<file path="src/rtl/red_wave_scheduler.sv">
// Falling-rectangle sequencer: four slots, LFSR-chosen lanes, frame-paced launches,
// hit/miss retirement and wave progression for the freeze-tag playfield.
module red_wave_scheduler #(
    parameter int         LAUNCH_GAP = 30,
    parameter int         WAVE_LEN   = 8,
    parameter int         WAVE_PAUSE = 60,
    parameter int         MAX_MISS   = 3,
    parameter logic [9:0] LFSR_SEED  = 10'h2A5
) (
    input  logic        clk,
    input  logic        reset_n,
    input  logic        start,
    input  logic        frame,
    input  logic [3:0]  slot_hit,
    input  logic [3:0]  slot_out,
    output logic [3:0]  launch,
    output logic [3:0]  slot_busy,
    output logic [39:0] hpos,
    output logic [7:0]  hits,
    output logic [3:0]  misses,
    output logic [3:0]  wave,
    output logic        playing,
    output logic        game_over
);

    typedef enum logic [2:0] {IDLE, ARM, RUN, PAUSE, OVER} stateType;

    localparam logic [9:0]  GAP_BASE   = 10'(LAUNCH_GAP);
    localparam logic [7:0]  WAVE_LAST  = 8'(WAVE_LEN);
    localparam logic [15:0] PAUSE_LAST = 16'(WAVE_PAUSE - 1);
    localparam logic [4:0]  MISS_LIMIT = 5'(MAX_MISS);

    stateType    state;
    logic [9:0]  lfsr;
    logic [9:0]  gapCount;
    logic [7:0]  launchedCount;
    logic [15:0] pauseCount;
    logic [9:0]  laneReg [4];

    logic [3:0]  hitQual, outQual, freeMask, freeOneHot, launchFire, busyAfter;
    logic [8:0]  hitSum;
    logic [4:0]  missSum;
    logic [7:0]  hitsNext;
    logic [3:0]  missesNext;
    logic [9:0]  waveX2, gapEff, lane;
    logic        gapAtEnd, launchDue, overNow;

    function automatic logic [2:0] popCount4(input logic [3:0] v);
        return 3'(v[0]) + 3'(v[1]) + 3'(v[2]) + 3'(v[3]);
    endfunction

    always_comb begin
        hitQual    = (state == RUN) ? (slot_hit & slot_busy) : 4'b0000;
        // A same-cycle hit wins over an out on the same slot.
        outQual    = (state == RUN) ? (slot_out & slot_busy & ~slot_hit) : 4'b0000;
        hitSum     = {1'b0, hits} + 9'(popCount4(hitQual));
        missSum    = {1'b0, misses} + 5'(popCount4(outQual));
        hitsNext   = hitSum[8] ? 8'hFF : hitSum[7:0];
        missesNext = missSum[4] ? 4'hF : missSum[3:0];
        overNow    = (state == RUN) && (missSum >= MISS_LIMIT);

        waveX2     = {5'b00000, wave, 1'b0};
        gapEff     = (GAP_BASE > waveX2 + 10'd8) ? (GAP_BASE - waveX2) : 10'd8;
        gapAtEnd   = (gapCount == gapEff - 10'd1);
        launchDue  = (state == RUN) && frame && gapAtEnd && (launchedCount < WAVE_LAST);

        // Lowest free slot, judged on pre-cycle busy so a retiring slot is never reused at once.
        freeMask   = ~slot_busy;
        freeOneHot = freeMask & (~freeMask + 4'd1);
        launchFire = (launchDue && !overNow) ? freeOneHot : 4'b0000;
        busyAfter  = (slot_busy & ~(hitQual | outQual)) | launchFire;

        lane       = 10'd16 + {1'b0, lfsr[8:3], 3'b000};
    end

    generate
        for (genvar gi = 0; gi < 4; gi++) begin : g_lane
            always_ff @(posedge clk or negedge reset_n) begin
                if (!reset_n) begin
                    laneReg[gi] <= '0;
                end else if (launchFire[gi]) begin
                    laneReg[gi] <= lane;
                end
            end
            assign hpos[gi*10 +: 10] = laneReg[gi];
        end
    endgenerate

    always_ff @(posedge clk or negedge reset_n) begin
        if (!reset_n) begin
            state         <= IDLE;
            lfsr          <= LFSR_SEED;
            launch        <= '0;
            slot_busy     <= '0;
            hits          <= '0;
            misses        <= '0;
            wave          <= '0;
            playing       <= 1'b0;
            game_over     <= 1'b0;
            gapCount      <= '0;
            launchedCount <= '0;
            pauseCount    <= '0;
        end else begin
            lfsr   <= {lfsr[8:0], lfsr[9] ^ lfsr[6]};
            launch <= '0;
            unique case (state)
                IDLE, OVER: begin
                    if (start) begin
                        state         <= ARM;
                        hits          <= '0;
                        misses        <= '0;
                        wave          <= '0;
                        launchedCount <= '0;
                        gapCount      <= '0;
                        pauseCount    <= '0;
                        slot_busy     <= '0;
                        playing       <= 1'b0;
                        game_over     <= 1'b0;
                    end
                end
                ARM: begin
                    if (frame) begin
                        state   <= RUN;
                        playing <= 1'b1;
                    end
                end
                RUN: begin
                    hits   <= hitsNext;
                    misses <= missesNext;
                    if (overNow) begin
                        state     <= OVER;
                        slot_busy <= '0;
                        playing   <= 1'b0;
                        game_over <= 1'b1;
                    end else begin
                        slot_busy <= busyAfter;
                        launch    <= launchFire;
                        if (|launchFire) begin
                            launchedCount <= launchedCount + 8'd1;
                            gapCount      <= '0;
                        end else if (frame && !gapAtEnd) begin
                            gapCount <= gapCount + 10'd1;
                        end
                        if (launchedCount == WAVE_LAST && busyAfter == 4'b0000) begin
                            state      <= PAUSE;
                            pauseCount <= '0;
                        end
                    end
                end
                PAUSE: begin
                    if (frame) begin
                        if (pauseCount == PAUSE_LAST) begin
                            state         <= RUN;
                            wave          <= (wave == 4'hF) ? wave : wave + 4'd1;
                            launchedCount <= '0;
                            gapCount      <= '0;
                        end else begin
                            pauseCount <= pauseCount + 16'd1;
                        end
                    end
                end
                default: state <= IDLE;
            endcase
        end
    end

endmodule

</file>
<file path="config.mk">
export PLATFORM = sky130hd
export DESIGN_NAME = red_wave_scheduler
export DESIGN_NICKNAME = d
export VERILOG_FILES = /design/src/rtl/red_wave_scheduler.sv
export SDC_FILE = /design/constraint.sdc
export NUM_CORES = 1
export LEC_CHECK = 0
export BUFFER_PORTS_ARGS = -buffer_cell sky130_fd_sc_hd__buf_4
export CORE_MARGIN = 2
export CORE_UTILIZATION = 53
export DETAILED_ROUTE_END_ITERATION = 8
export HOLD_SLACK_MARGIN = 0.02
export PLACE_DENSITY = 0.81
export SLEW_MARGIN = 20
export SYNTH_ARGS = -nofsm -noshare
export SYNTH_HDL_FRONTEND = slang
export SYNTH_SLANG_ARGS = --single-unit
</file>
<file path="constraint.sdc">
create_clock -name clk -period 9.2 [get_ports clk]
set_clock_uncertainty 0.1 [all_clocks]
set_input_delay 0.92 -clock clk [delete_from_list [all_inputs] [get_ports clk]]
set_output_delay 0.92 -clock clk [all_outputs]
set_load 0.02 [all_outputs]
</file>
Yosys cells after proc, flatten, opt, wreduce, memory -nomap -nowiden
Index checks and enable logic that the tools add are counted.
{ "totals": {"word_cells": 142, "register_bits": 113, "output_inout_bits": 66, "in_bits": 12} }
{ "op_classes": {"mux": 49, "n_reduce_logical": 25, "addsub": 17, "n_lt_le_gt_ge": 3, "bitwise_logic": 12, "eq_ne": 20} }
{ "ops": {"columns": ["op", "count"], "rows": [
  ["16-bit two-way mux", 5],
  ["10-bit two-way mux", 7],
  ["8-bit two-way mux", 6],
  ["16-bit one-hot mux with 3 select lines", 1],
  ["4-bit two-way mux", 11],
  ["10-bit one-hot mux with 3 select lines", 1],
  ["4-bit one-hot mux with 2 select lines", 3],
  ["8-bit one-hot mux with 3 select lines", 1],
  ["4-bit bitwise AND", 5],
  ["3-bit two-way mux", 6],
  ["6-bit AND reduction", 3],
  ["16-bit by 1-bit adder with 16-bit output (second input constant)", 1],
  ["16-bit by 6-bit == test with 1-bit output (second input constant)", 1],
  ["2-bit inequality test (second input constant)", 8],
  ["4-bit NOT", 4],
  ["8-bit one-hot mux with 2 select lines", 1],
  ["3-bit one-hot mux with 4 select lines", 1],
  ["10-bit by 1-bit adder with 10-bit output (second input constant)", 1],
  ["5-bit by 9-bit adder with 10-bit output (first input constant)", 1],
  ["10-bit == test", 1],
  ["5-bit AND reduction", 2],
  ["10-bit by 1-bit subtractor with 10-bit output (second input constant)", 1],
  ["8-bit by 3-bit adder with 9-bit output", 1],
  ["4-bit by 1-bit adder with 4-bit output (second input constant)", 2],
  ["34 further kinds", 52]
]} }

Depth between registers and ports, before layout
Gate-level depths: netlist (run 1).
{ "depth": {"ltp_word": 18, "mapped_depth": 17, "ltp_nobuf": 13} }

Least setup slack after synthesis (run 1)
Ideal clock, no wire load.
{ "synth_path": {"path_type": "flip-flop to flip-flop", "startpoint": "register state[1]", "endpoint": "register laneReg, in the netlist hpos[23]", "path_buffers": 2, "t_arrival_ns": 4.404, "setup_ns": 0.125, "synth_period_minus_slack_ns": 4.629, "t_required_ns": 8.975, "stages_incl_launch_ff": 16, "path_slack_ns": 4.571, "cell_sequence": "dfrtp_1 > buf_2 > inv_1 > nor3_2 > clkbuf_1 > nand4b_1 > fa_1 > fa_1 > inv_1 > fa_1 > or2_2 > o31a_1 > or2_2 > nor4_2 > nor3b_4 > mux2_2"} }
{ "synth_between": {"elab_chain_cells": 11, "elab_cells_between_ends": 14, "classes_between": "4 x add/sub; 1 x order compare; 1 x eq/ne; 2 x mux; 6 x reduce/logical"} }
{ "synth_lines": {"columns": ["item", "line", "text"], "rows": [
  ["start, declared", "33", "stateType state;"],
  ["start signal, assigned", "91", "state <= IDLE;"],
  ["start signal, assigned", "109", "state <= ARM;"],
  ["start signal, assigned", "123", "state <= RUN;"],
  ["3-bit by 2-bit == test with 1-bit output (*)", "55, 60, 65", null],
  ["4-bit two-way mux", "55", "outQual = (state == RUN) ? (slot_out & slot_busy & ~slot_hit) : 4'b0000;"],
  ["1-bit by 1-bit adder with 2-bit output", "49", "return 3'(v[0]) + 3'(v[1]) + 3'(v[2]) + 3'(v[3]);"],
  ["2-bit by 1-bit adder with 3-bit output", "49", null],
  ["3-bit by 1-bit adder with 3-bit output", "49", null],
  ["4-bit by 3-bit adder with 5-bit output", "57", "missSum = {1'b0, misses} + 5'(popCount4(outQual));"],
  ["5-bit by 2-bit greater-or-equal comparator with 1-bit output", "60", "overNow = (state == RUN) && (missSum >= MISS_LIMIT);"],
  ["1-bit logical AND", "60", null],
  ["1-bit logical NOT", "70", "launchFire = (launchDue && !overNow) ? freeOneHot : 4'b0000;"],
  ["1-bit logical AND (*)", "70", null],
  ["4-bit two-way mux (*)", "70", null],
  ["end signal, assigned by index", "82", "laneReg[gi] <= lane;"],
  ["end, declared", "38", "logic [9:0] laneReg [4];"]
]} }
Mark *: on every way between the ends. The rest lies on a longest branch, timed or not.
A chain may end at the register's enable or synchronous reset.

Final worst setup path (run 1)
{ "layout_path": {"startpoint": "register state[1]", "endpoint": "register laneReg, in the netlist hpos[6]"} }
The elaborated chain is that of the path after synthesis.

==> results_dict.tcl, run 1 <==
set metrics [dict create \
    end_kind "flip-flop" \
    placement.io_buffers 65 \
    final_cell_count_no_fill 709 \
    holdWs_ns 0.282 \
    placed_cell_area_sq_mm 0.00594 \
    crit_top_cell "fa_1" \
    vias_per_cell 5.97 \
    num_vias 4230 \
    setup_violations 0 \
    fp-row-count 36 \
    clock_path_buffers 2 \
    fp.dieArea_sq_mm 0.0111 \
    synthCells 521 \
    antenna_found_initial 0 \
    whs_endpoint "lfsr[2]" \
    path_delay_family "simple AND/OR/NAND/NOR gates" \
    synthFlopType "dfrtp_1" \
    cp_max_fo 36 \
    register_area_sq_mm 0.00253 \
    remaining_drc_errors 0 \
    synth-edff-count 0 \
    fin_nets 600 \
    hold_viol_final 0 \
    rsz0062_at_grt "no" \
    internal-power_mw 0.754 \
    grt_pass1_vias 4139 \
    yosysWarnings 0 \
    drive_above_1_share_pct 22.6 \
    clockRootBuffer "clkbuf_8" \
    holdPathStages 0 \
    max_stage_delay_ns 0.75 \
    synth.avg_cell_area_sq_um 10.4 \
    r2r_start "state[1]" \
    power.leakage_nw 2.89 \
    numCtsBuffers 9 \
    dpl.hpwl_um 8540 \
    comb_power_share_pct 32.2 \
    p_per_area_mw_per_mm2 204 \
    wl_per_cell_um 17.3 \
    fin_area_sq_mm 0.00617 \
    min_period_ns 5.24 \
    slew_headroom_pct 30.0 \
    dr.pass1.iters 6 \
    fill_cells 770 \
    cts.sinks 101 \
    crit_buf_inv 3 \
    drt_iter0_markers 269 \
    r2r_slack_ns 3.96 \
    grt_overflow_total 0 \
    holdBufCountCts 0 \
    clk_latency_ns 0.38 \
    p_sw_mw 0.502 \
    antennaDiodeCount 0 \
    seqPwrFrac_pct 42.9 \
    async_flop_share_pct 100 \
    tightest_slew_ns 1.04 \
    dp_cells 693 \
    wirelength_um 12300 \
    grt_max_degree 67 \
    postCtsSetupBuffers 0 \
    worstSetupPathType "reg2reg" \
    crit_arrival_ns 5.41 \
    drtAntennaViolNets 0 \
    seq_area_frac_synth_pct 46.6 \
    cts-resized-gates 0 \
    status "finished, final reports clean" \
    cts_tree "built" \
    grt_pass1_wl_um 20400 \
    synth.distinct_cells 67 \
    die_w_um 105 \
    coreArea_sq_mm 0.00986 \
    cp-start-kind "flip-flop" \
    clockPowerShare_pct 24.9 \
    sw_frac_of_total_pct 40.0 \
    gp_congestion 0.849 \
    reg2reg_depth 14 \
    die_y_um 105 \
    tns_ns 0 \
    crit_slowest_cell "nor2b_1" \
    rr_endpoint "hpos[6]" \
    report.final.slew_viol_count 0 \
    clkTransAtPathRegs_ns 0.11 \
    ys_ff_latch 101 \
    max_freq_mhz 191 \
    multiInputGateArea_sq_mm 0.00264 \
    start_util_pct 55.1 \
    io_pins 78 \
    synth_area_sq_mm 0.00544 \
    required_ns 9.37 \
    total_power_mw 1.26 \
    worstHoldStart "lfsr[1]" \
    htreeDepth 3 \
    fin_crit_sh_pct 56.9 \
    crit_chain "inv_1 > nor3_4 > buf_4 > nand4b_1 > fa_1 > fa_1 > inv_1 > fa_1 > or2_2 > o31a_1 > or2_2 > nor4_2 > nor2b_1 > mux2_2" \
    grt.total_usage_pct 22.6 \
    ir_drop_mv 0.107 \
    cap_violations 0 \
    syn2layout_area_growth_pct 13.5 \
    holdCritPathClass "reg2reg" \
]
==> final cells by class <==
cell class	instances	area share, %
multi-input cells	365	42.8
well taps	133	2.70
flip-flops and latches	101	41.0
clock buffers	9	2.01
inverters	26	1.58
repair buffers	68	8.27
clock inverters	7	1.62
==> worst max-delay path by stage <==
stage	from	endpoint	cells past startpoint
global placement	state[1]	hpos[19]	14
detailed placement	state[1]	hpos[18]	14
global route	state[1]	pauseCount[15]	14
finish	state[1]	hpos[6]	14
floorplan	state[1]	hpos[23]	15
CTS	state[1]	hpos[18]	14
==> cells in the mapped netlist, drive strengths merged (5+ instances only) <==
| library cell | number | share of area (%) |
|---|---|---|
| nor2b | 7 | 0.80 |
| a211oi | 7 | 1.1 |
| a31oi | 17 | 2.0 |
| mux2i | 17 | 3.1 |
| nand2b | 5 | 0.57 |
| nor2 | 41 | 2.8 |
| fa | 6 | 2.2 |
| and3 | 12 | 1.4 |
| inv | 26 | 1.8 |
| o211ai | 7 | 0.97 |
| nand2 | 24 | 1.7 |
| a2111oi | 9 | 1.5 |
| nand4 | 10 | 1.1 |
| mux2 | 25 | 5.2 |
| nand3 | 21 | 1.9 |
| clkbuf | 17 | 1.2 |
| a21oi | 16 | 1.5 |
| and2 | 8 | 0.92 |
| o21ai | 16 | 1.5 |
| nand4b | 7 | 1.1 |
| dfstp | 5 | 2.4 |
| buf | 23 | 2.9 |
| xnor2 | 22 | 3.5 |
| dfrtp | 96 | 44 |
| ha | 11 | 2.5 |
| nor3 | 8 | 0.92 |
==> layout by cell type (no fill, tap or decap), types with 3 or more instances in the layout <==
cell type,instances
xor2_1,4
a21oi_1,15
nand3_1,21
conb_1,12
inv_1,26
o211ai_1,7
nor3_1,6
nand2b_1,5
clkbuf_8,9
nand2_1,24
a31oi_1,16
nand4_1,10
nor2_1,41
dfstp_2,5
nand4b_1,7
and4b_1,3
dfrtp_1,96
xnor2_1,22
a21o_1,3
nor2b_1,7
mux2_2,25
and4_1,4
nor4_1,3
a2111oi_0,7
o21ai_1,3
mux2i_1,17
o2111ai_1,4
a211o_1,3
o21ai_0,12
and3_1,12
a211oi_1,6
fa_1,6
or2_2,3
ha_1,11
buf_4,68
and2_1,8
==> per-stage QoR <==
| stage | worst slack [ns] | util (%) |
|---|---|---|
| after CTS | 3.99 | 62.5 |
| after detailed placement | 4.01 | 60.2 |
| after global placement | 4.24 | 60.2 |
| after global routing | 3.62 | 62.6 |
| after floorplan | 4.57 | - |
| final | 3.96 | 62.6 |
==> routing by layer <==
layer  up-vias  routed length, um  share of wire (%)  GRT usage, %
li1       1966                  -                  -             -
met4         0                223                1.8          8.19
met5         -                  0                  0             0
met1      2084               5140                 42          29.2
met3        24                736                6.0          5.01
met2       156               6160                 50          37.4
==> power groups by stage <==
stage / registers [mW] / logic [mW] / clock network, mW
after floorplan: 0.538 / 0.302 / 0
after global placement: 0.542 / 0.387 / 0
after CTS: 0.537 / 0.401 / 0.318
after detailed placement: 0.546 / 0.400 / 0
final: 0.539 / 0.405 / 0.313
after global routing: 0.546 / 0.451 / 0.335
==> worst register-to-register path: stages, from the launching register on <==
cell      delay, ns
dfrtp_1        0.52
inv_1          0.16
nor3_4         0.19
buf_4          0.35
nand4b_1       0.19
fa_1           0.56
fa_1           0.19
inv_1          0.06
fa_1           0.45
or2_2          0.30
o31a_1         0.14
or2_2          0.33
nor4_2         0.40
nor2b_1        0.75
mux2_2         0.42
==> cells by family after synthesis <==
| logic type | after synthesis | synth area share [%] |
|---|---|---|
| and+or+nand+nor | 170 | 17.6 |
| DFF | 101 | 46.6 |
| AOI/OAI and AO/OA | 98 | 12.7 |
| buffers and inverters | 66 | 5.86 |
| muxes | 42 | 8.30 |
| xor gates and xnor gates | 26 | 4.19 |
| adders and majority gates | 17 | 4.74 |
| other | 1 | 0.0689 |
==> registers in the layout, indices dropped and copies added (netlist names) <==
signal	cells
lfsr	10
launchedCount	8
launch	4
game_over	1
pauseCount	16
slot_busy	4
gapCount	10
hits	8
state	3
misses	4
hpos	28
wave	4
playing	1
No activity file was read; power rests on OpenSTA's default activity.
==> run 2, diff against run 1 <==
--- a/config.mk
+++ b/config.mk
@@ -7,10 +7,10 @@
 export LEC_CHECK = 0
 export BUFFER_PORTS_ARGS = -buffer_cell sky130_fd_sc_hd__buf_4
 export CORE_MARGIN = 2
-export CORE_UTILIZATION = 53
+export CORE_UTILIZATION = 52
 export DETAILED_ROUTE_END_ITERATION = 8
 export HOLD_SLACK_MARGIN = 0.02
-export PLACE_DENSITY = 0.81
+export PLACE_DENSITY = 0.82
 export SLEW_MARGIN = 20
 export SYNTH_ARGS = -nofsm -noshare
 export SYNTH_HDL_FRONTEND = slang
==> constraint.sdc (replaced) <==
create_clock -name clk -period 4.65 [get_ports clk]
set_clock_uncertainty 0.1 [all_clocks]
set_input_delay 0.465 -clock clk [delete_from_list [all_inputs] [get_ports clk]]
set_output_delay 0.465 -clock clk [all_outputs]
set_load 0.02 [all_outputs]
==> results_dict.tcl, run 2 (synthesis gave the netlist of run 1 again) <==
set metrics [dict create \
    status "finished, final reports clean" \
    syn2layout_area_growth_pct 14.9 \
    fill_cells 782 \
    clkTransAtPathRegs_ns 0.12 \
    largest_register_ff_count 28 \
    multiInputGateArea_sq_mm 0.00265 \
    register_area_sq_mm 0.00253 \
    r2r_slack_ns 0.35 \
    fp-row-count 37 \
    die_w_um 106 \
    htreeDepth 3 \
    end_kind "flip-flop" \
    num_vias 4254 \
    use_met3_pct 3.56 \
    holdCritPathClass "in2async" \
    grt_max_degree 70 \
    total_power_mw 2.49 \
    antennaDiodeCount 0 \
    die_y_um 106 \
    final_cell_mix "dfrtp_1 (96), buf_4 (77), nor2_1 (41)" \
    fin_area_sq_mm 0.00625 \
    gr-usage-met1_pct 30.4 \
    cts_tree "built" \
    setup_violations 0 \
    drtAntennaViolNets 0 \
    grt_pass1_vias 4090 \
    report.final.slew_viol_count 0 \
    p_per_area_mw_per_mm2 399 \
    met2_usage_pct 36.9 \
    tns_ns 0 \
    clock_path_buffers 2 \
    slew_headroom_pct 41.4 \
    fin_crit_sh_pct 92.4 \
    remaining_drc_errors 0 \
    top_usage_layer "met2" \
    drt_iter0_markers 269 \
    min_period_ns 4.30 \
    wirelength_um 12500 \
    clk_latency_ns 0.39 \
    final_common_cell "dfrtp_1" \
    cp_max_fo 9 \
    ir_drop_mv 0.237 \
    cts.sinks 101 \
    crit_arrival_ns 4.47 \
    fp.dieArea_sq_mm 0.0113 \
    r2r_start "state[2]" \
    dr.pass1.iters 5 \
    grt_pass1_wl_um 20400 \
    max_freq_mhz 233 \
    power.leakage_nw 2.94 \
    fin_nets 610 \
    worstSetupPathType "reg2reg" \
    holdBufCountCts 0 \
    grt.total_usage_pct 22.6 \
    placed_cell_area_sq_mm 0.00601 \
    cp-start-kind "flip-flop" \
    required_ns 4.83 \
    dpl.hpwl_um 8710 \
    clockRootBuffer "clkbuf_8" \
    io_pins 78 \
    rr_endpoint "hpos[23]" \
    drive_above_1_share_pct 24.1 \
    wl_per_cell_um 17.2 \
    vias_per_cell 5.89 \
    hold_viol_final 0 \
    final_util_pct 61.1 \
    holdWs_ns 0.0586 \
    cap_violations 0 \
    numCtsBuffers 9 \
    rsz0062_at_grt "no" \
    tightest_slew_ns 0.879 \
    gp_congestion 0.865 \
    antenna_found_initial 0 \
    coreArea_sq_mm 0.0102 \
    reg2reg_depth 13 \
    start_util_pct 53.2 \
    placement.io_buffers 65 \
    grt_overflow_total 0 \
]
-- run 2: worst max path at each step --
stage / startpoint / to / slack, ns
floorplan: state[1] / hpos[23] / 0.02
global placement: state[2] / launchedCount[2] / 0.37
detailed placement: state[2] / launchedCount[1] / 0.23
CTS: state[2] / launchedCount[1] / 0.18
global route: state[2] / hpos[35] / 0.11
finish: state[2] / hpos[23] / 0.35
-- run 2: repair_timing --
item / in CTS / in global routing
buffers inserted: 0 / 1
gates resized for setup: 0 / 1
setup endpoints to repair: 0 / 4
-- run 2: final cells by class --
cell class | instances | area share (%)
well taps | 136 | 2.72
clock inverters | 7 | 1.34
flip-flops and latches | 101 | 40.5
repair buffers | 78 | 9.57
inverters | 26 | 1.56
clock buffers | 9 | 1.98
multi-input cells | 365 | 42.3
-- run 2: power by group --
| group | switching [mW] | internal (mW) |
|---|---|---|
| Combinational | 0.567 | 0.307 |
| Clock | 0.358 | 0.218 |
| Sequential | 0.0921 | 0.952 |
| Total | 1.02 | 1.48 |
-- run 2: routing by layer --
metal | wire [um] | part of all wire [%]
met5 | 0 | 0
met4 | 206 | 1.7
met1 | 5390 | 43
met2 | 6240 | 50
met3 | 614 | 4.9
-- run 2: metrics by stage --
stage	worst slack, ns	cells
finish	0.351	722
global route	0.112	722
CTS	0.185	721
detailed placement	0.231	705
global placement	0.369	705
floorplan	0.0214	532
-- run 2: critical path: stages (launching register included) --
cell and delay, ns:
dfrtp_1 0.51, nor3_4 0.24, nand4b_1 0.16, fa_1 0.56, fa_1 0.20, inv_1 0.06
fa_1 0.44, or2_2 0.30, o31a_1 0.14, or2_2 0.33, nor4_2 0.37, nor3b_4 0.29
buf_12 0.15, mux2_2 0.33
==> run 3, diff against run 2 <==
--- a/config.mk
+++ b/config.mk
@@ -9,8 +9,8 @@
 export CORE_MARGIN = 2
 export CORE_UTILIZATION = 52
 export DETAILED_ROUTE_END_ITERATION = 8
-export HOLD_SLACK_MARGIN = 0.02
-export PLACE_DENSITY = 0.82
+export HOLD_SLACK_MARGIN = 0.05
+export PLACE_DENSITY = 0.76
 export SLEW_MARGIN = 20
 export SYNTH_ARGS = -nofsm -noshare
 export SYNTH_HDL_FRONTEND = slang
==> results_dict.tcl, run 3 (synthesis gave the netlist of run 1 again) <==
set metrics [dict create \
    gp_congestion 0.889 \
    vias_per_cell 5.76 \
    dpl.hpwl_um 8510 \
    hold_viol_final 0 \
    multiInputGateArea_sq_mm 0.00266 \
    grt_pass1_wl_um 20600 \
    antenna_found_initial 0 \
    end_kind "flip-flop" \
    cp_max_fo 6 \
    io_pins 78 \
    report.final.slew_viol_count 0 \
    crit_arrival_ns 4.52 \
    crit_start "state[1]" \
    largest_register_ff_count 28 \
    reg2reg_depth 14 \
    remaining_drc_errors 0 \
    num_vias 4184 \
    clock_path_buffers 2 \
    ir_drop_mv 0.365 \
    drtAntennaViolNets 0 \
    slew_headroom_pct 50.0 \
    wirelength_um 12100 \
    start_util_pct 53.2 \
    cts.sinks 101 \
    grt_max_degree 56 \
    wl_per_cell_um 16.6 \
    htreeDepth 3 \
    clk_latency_ns 0.38 \
    r2r_slack_ns 0.29 \
    tightest_slew_ns 0.743 \
    fin_nets 615 \
    setup_violations 0 \
    holdPathStages 0 \
    grt.total_usage_pct 22.8 \
    holdCritPathClass "reg2reg" \
    grt_pass1_vias 4089 \
    max_freq_mhz 230 \
    status "finished, final reports clean" \
    clkTransAtPathRegs_ns 0.11 \
    placement.io_buffers 65 \
    grt_overflow_total 0 \
    cap_violations 0 \
    dr.pass1.iters 4 \
    final_common_cell "dfrtp_1" \
    required_ns 4.82 \
    r2r_start "state[1]" \
    placed_cell_area_sq_mm 0.00602 \
    fp.dieArea_sq_mm 0.0113 \
    register_area_sq_mm 0.00253 \
    rsz0062_at_grt "no" \
    tns_ns 0 \
    clockRootBuffer "clkbuf_8" \
    die_w_um 106 \
    rr_endpoint "hpos[29]" \
    power.leakage_nw 2.97 \
    crit_end "hpos[29]" \
    numCtsBuffers 9 \
    die_y_um 106 \
    min_period_ns 4.36 \
    fin_area_sq_mm 0.00630 \
    cp-start-kind "flip-flop" \
    fp-row-count 37 \
    drt_iter0_markers 311 \
    cts_tree "built" \
    final_cell_mix "dfrtp_1 (96), buf_4 (82), nor2_1 (41)" \
    drive_above_1_share_pct 24.7 \
    coreArea_sq_mm 0.0102 \
    worstSetupPathType "reg2reg" \
    fin_crit_sh_pct 93.7 \
    antennaDiodeCount 0 \
    fill_cells 807 \
    p_per_area_mw_per_mm2 397 \
    syn2layout_area_growth_pct 15.8 \
]
-- run 3: worst min-delay path by stage --
stage | startpoint | end | slack, ns
CTS | lfsr[1] | lfsr[2] | 0.28
detailed placement | lfsr[1] | lfsr[2] | 0.25
floorplan | reset_n | game_over | 0.07
global route | lfsr[1] | lfsr[2] | 0.29
finish | lfsr[1] | lfsr[2] | 0.28
global placement | lfsr[1] | lfsr[2] | 0.24
-- run 3: area by class of cell --
| class | count | share of cell area [%] |
|---|---|---|
| Clock buffer | 9 | 1.97 |
| Clock inverter | 7 | 1.45 |
| Inverter | 26 | 1.55 |
| Multi-Input combinational cell | 365 | 42.2 |
| Sequential cell | 101 | 40.2 |
| Tap cell | 136 | 2.70 |
| Timing Repair Buffer | 83 | 9.93 |
-- run 3: through the flow --
stage	total power, mW	worst slack (ns)	hold WS [ns]	util (%)	std cells
after floorplan	1.66	0.0214	0.0694	-	532
after global placement	1.89	0.200	0.243	58.9	706
after detailed placement	1.92	-0.00159	0.252	58.9	706
after CTS	2.49	0.00168	0.278	61.1	723
after global routing	2.65	0.0841	0.290	61.6	727
final	2.50	0.295	0.282	61.6	727
-- run 3: critical path: stages, from the launching register on --
cell and delay, ns:
dfrtp_1 0.39, inv_1 0.11, nor3_4 0.31, nand4b_1 0.17
fa_1 0.56, fa_1 0.21, inv_1 0.06, fa_1 0.44
or2_2 0.31, o31a_1 0.15, or2_2 0.35, nor4_4 0.33
nor3b_4 0.25, buf_4 0.16, mux2_2 0.34
-- run 3: metal layers --
metal	wire, um	GRT usage (%)	share of wire (%)	vias up
met4	127	6.20	1.1	0
met2	5900	36.3	49	122
met5	0	0	0	-
li1	-	-	-	1994
met3	636	4.60	5.3	13
met1	5410	31.9	45	2055
-- run 3: report_power, final --
group	internal, mW	switching (mW)
clock network	0.217	0.355
logic	0.316	0.566
registers	0.952	0.0950
-- run 3: what timing repair did --
item / 4_1_cts / 5_1_grt
endpoints found under the hold margin: 51 / 0
setup buffers: 0 / 4
setup endpoints to repair: 3 / 29
gates resized for setup: 1 / 2
pin swaps: 0 / 1
hold buffers: 1 / 0
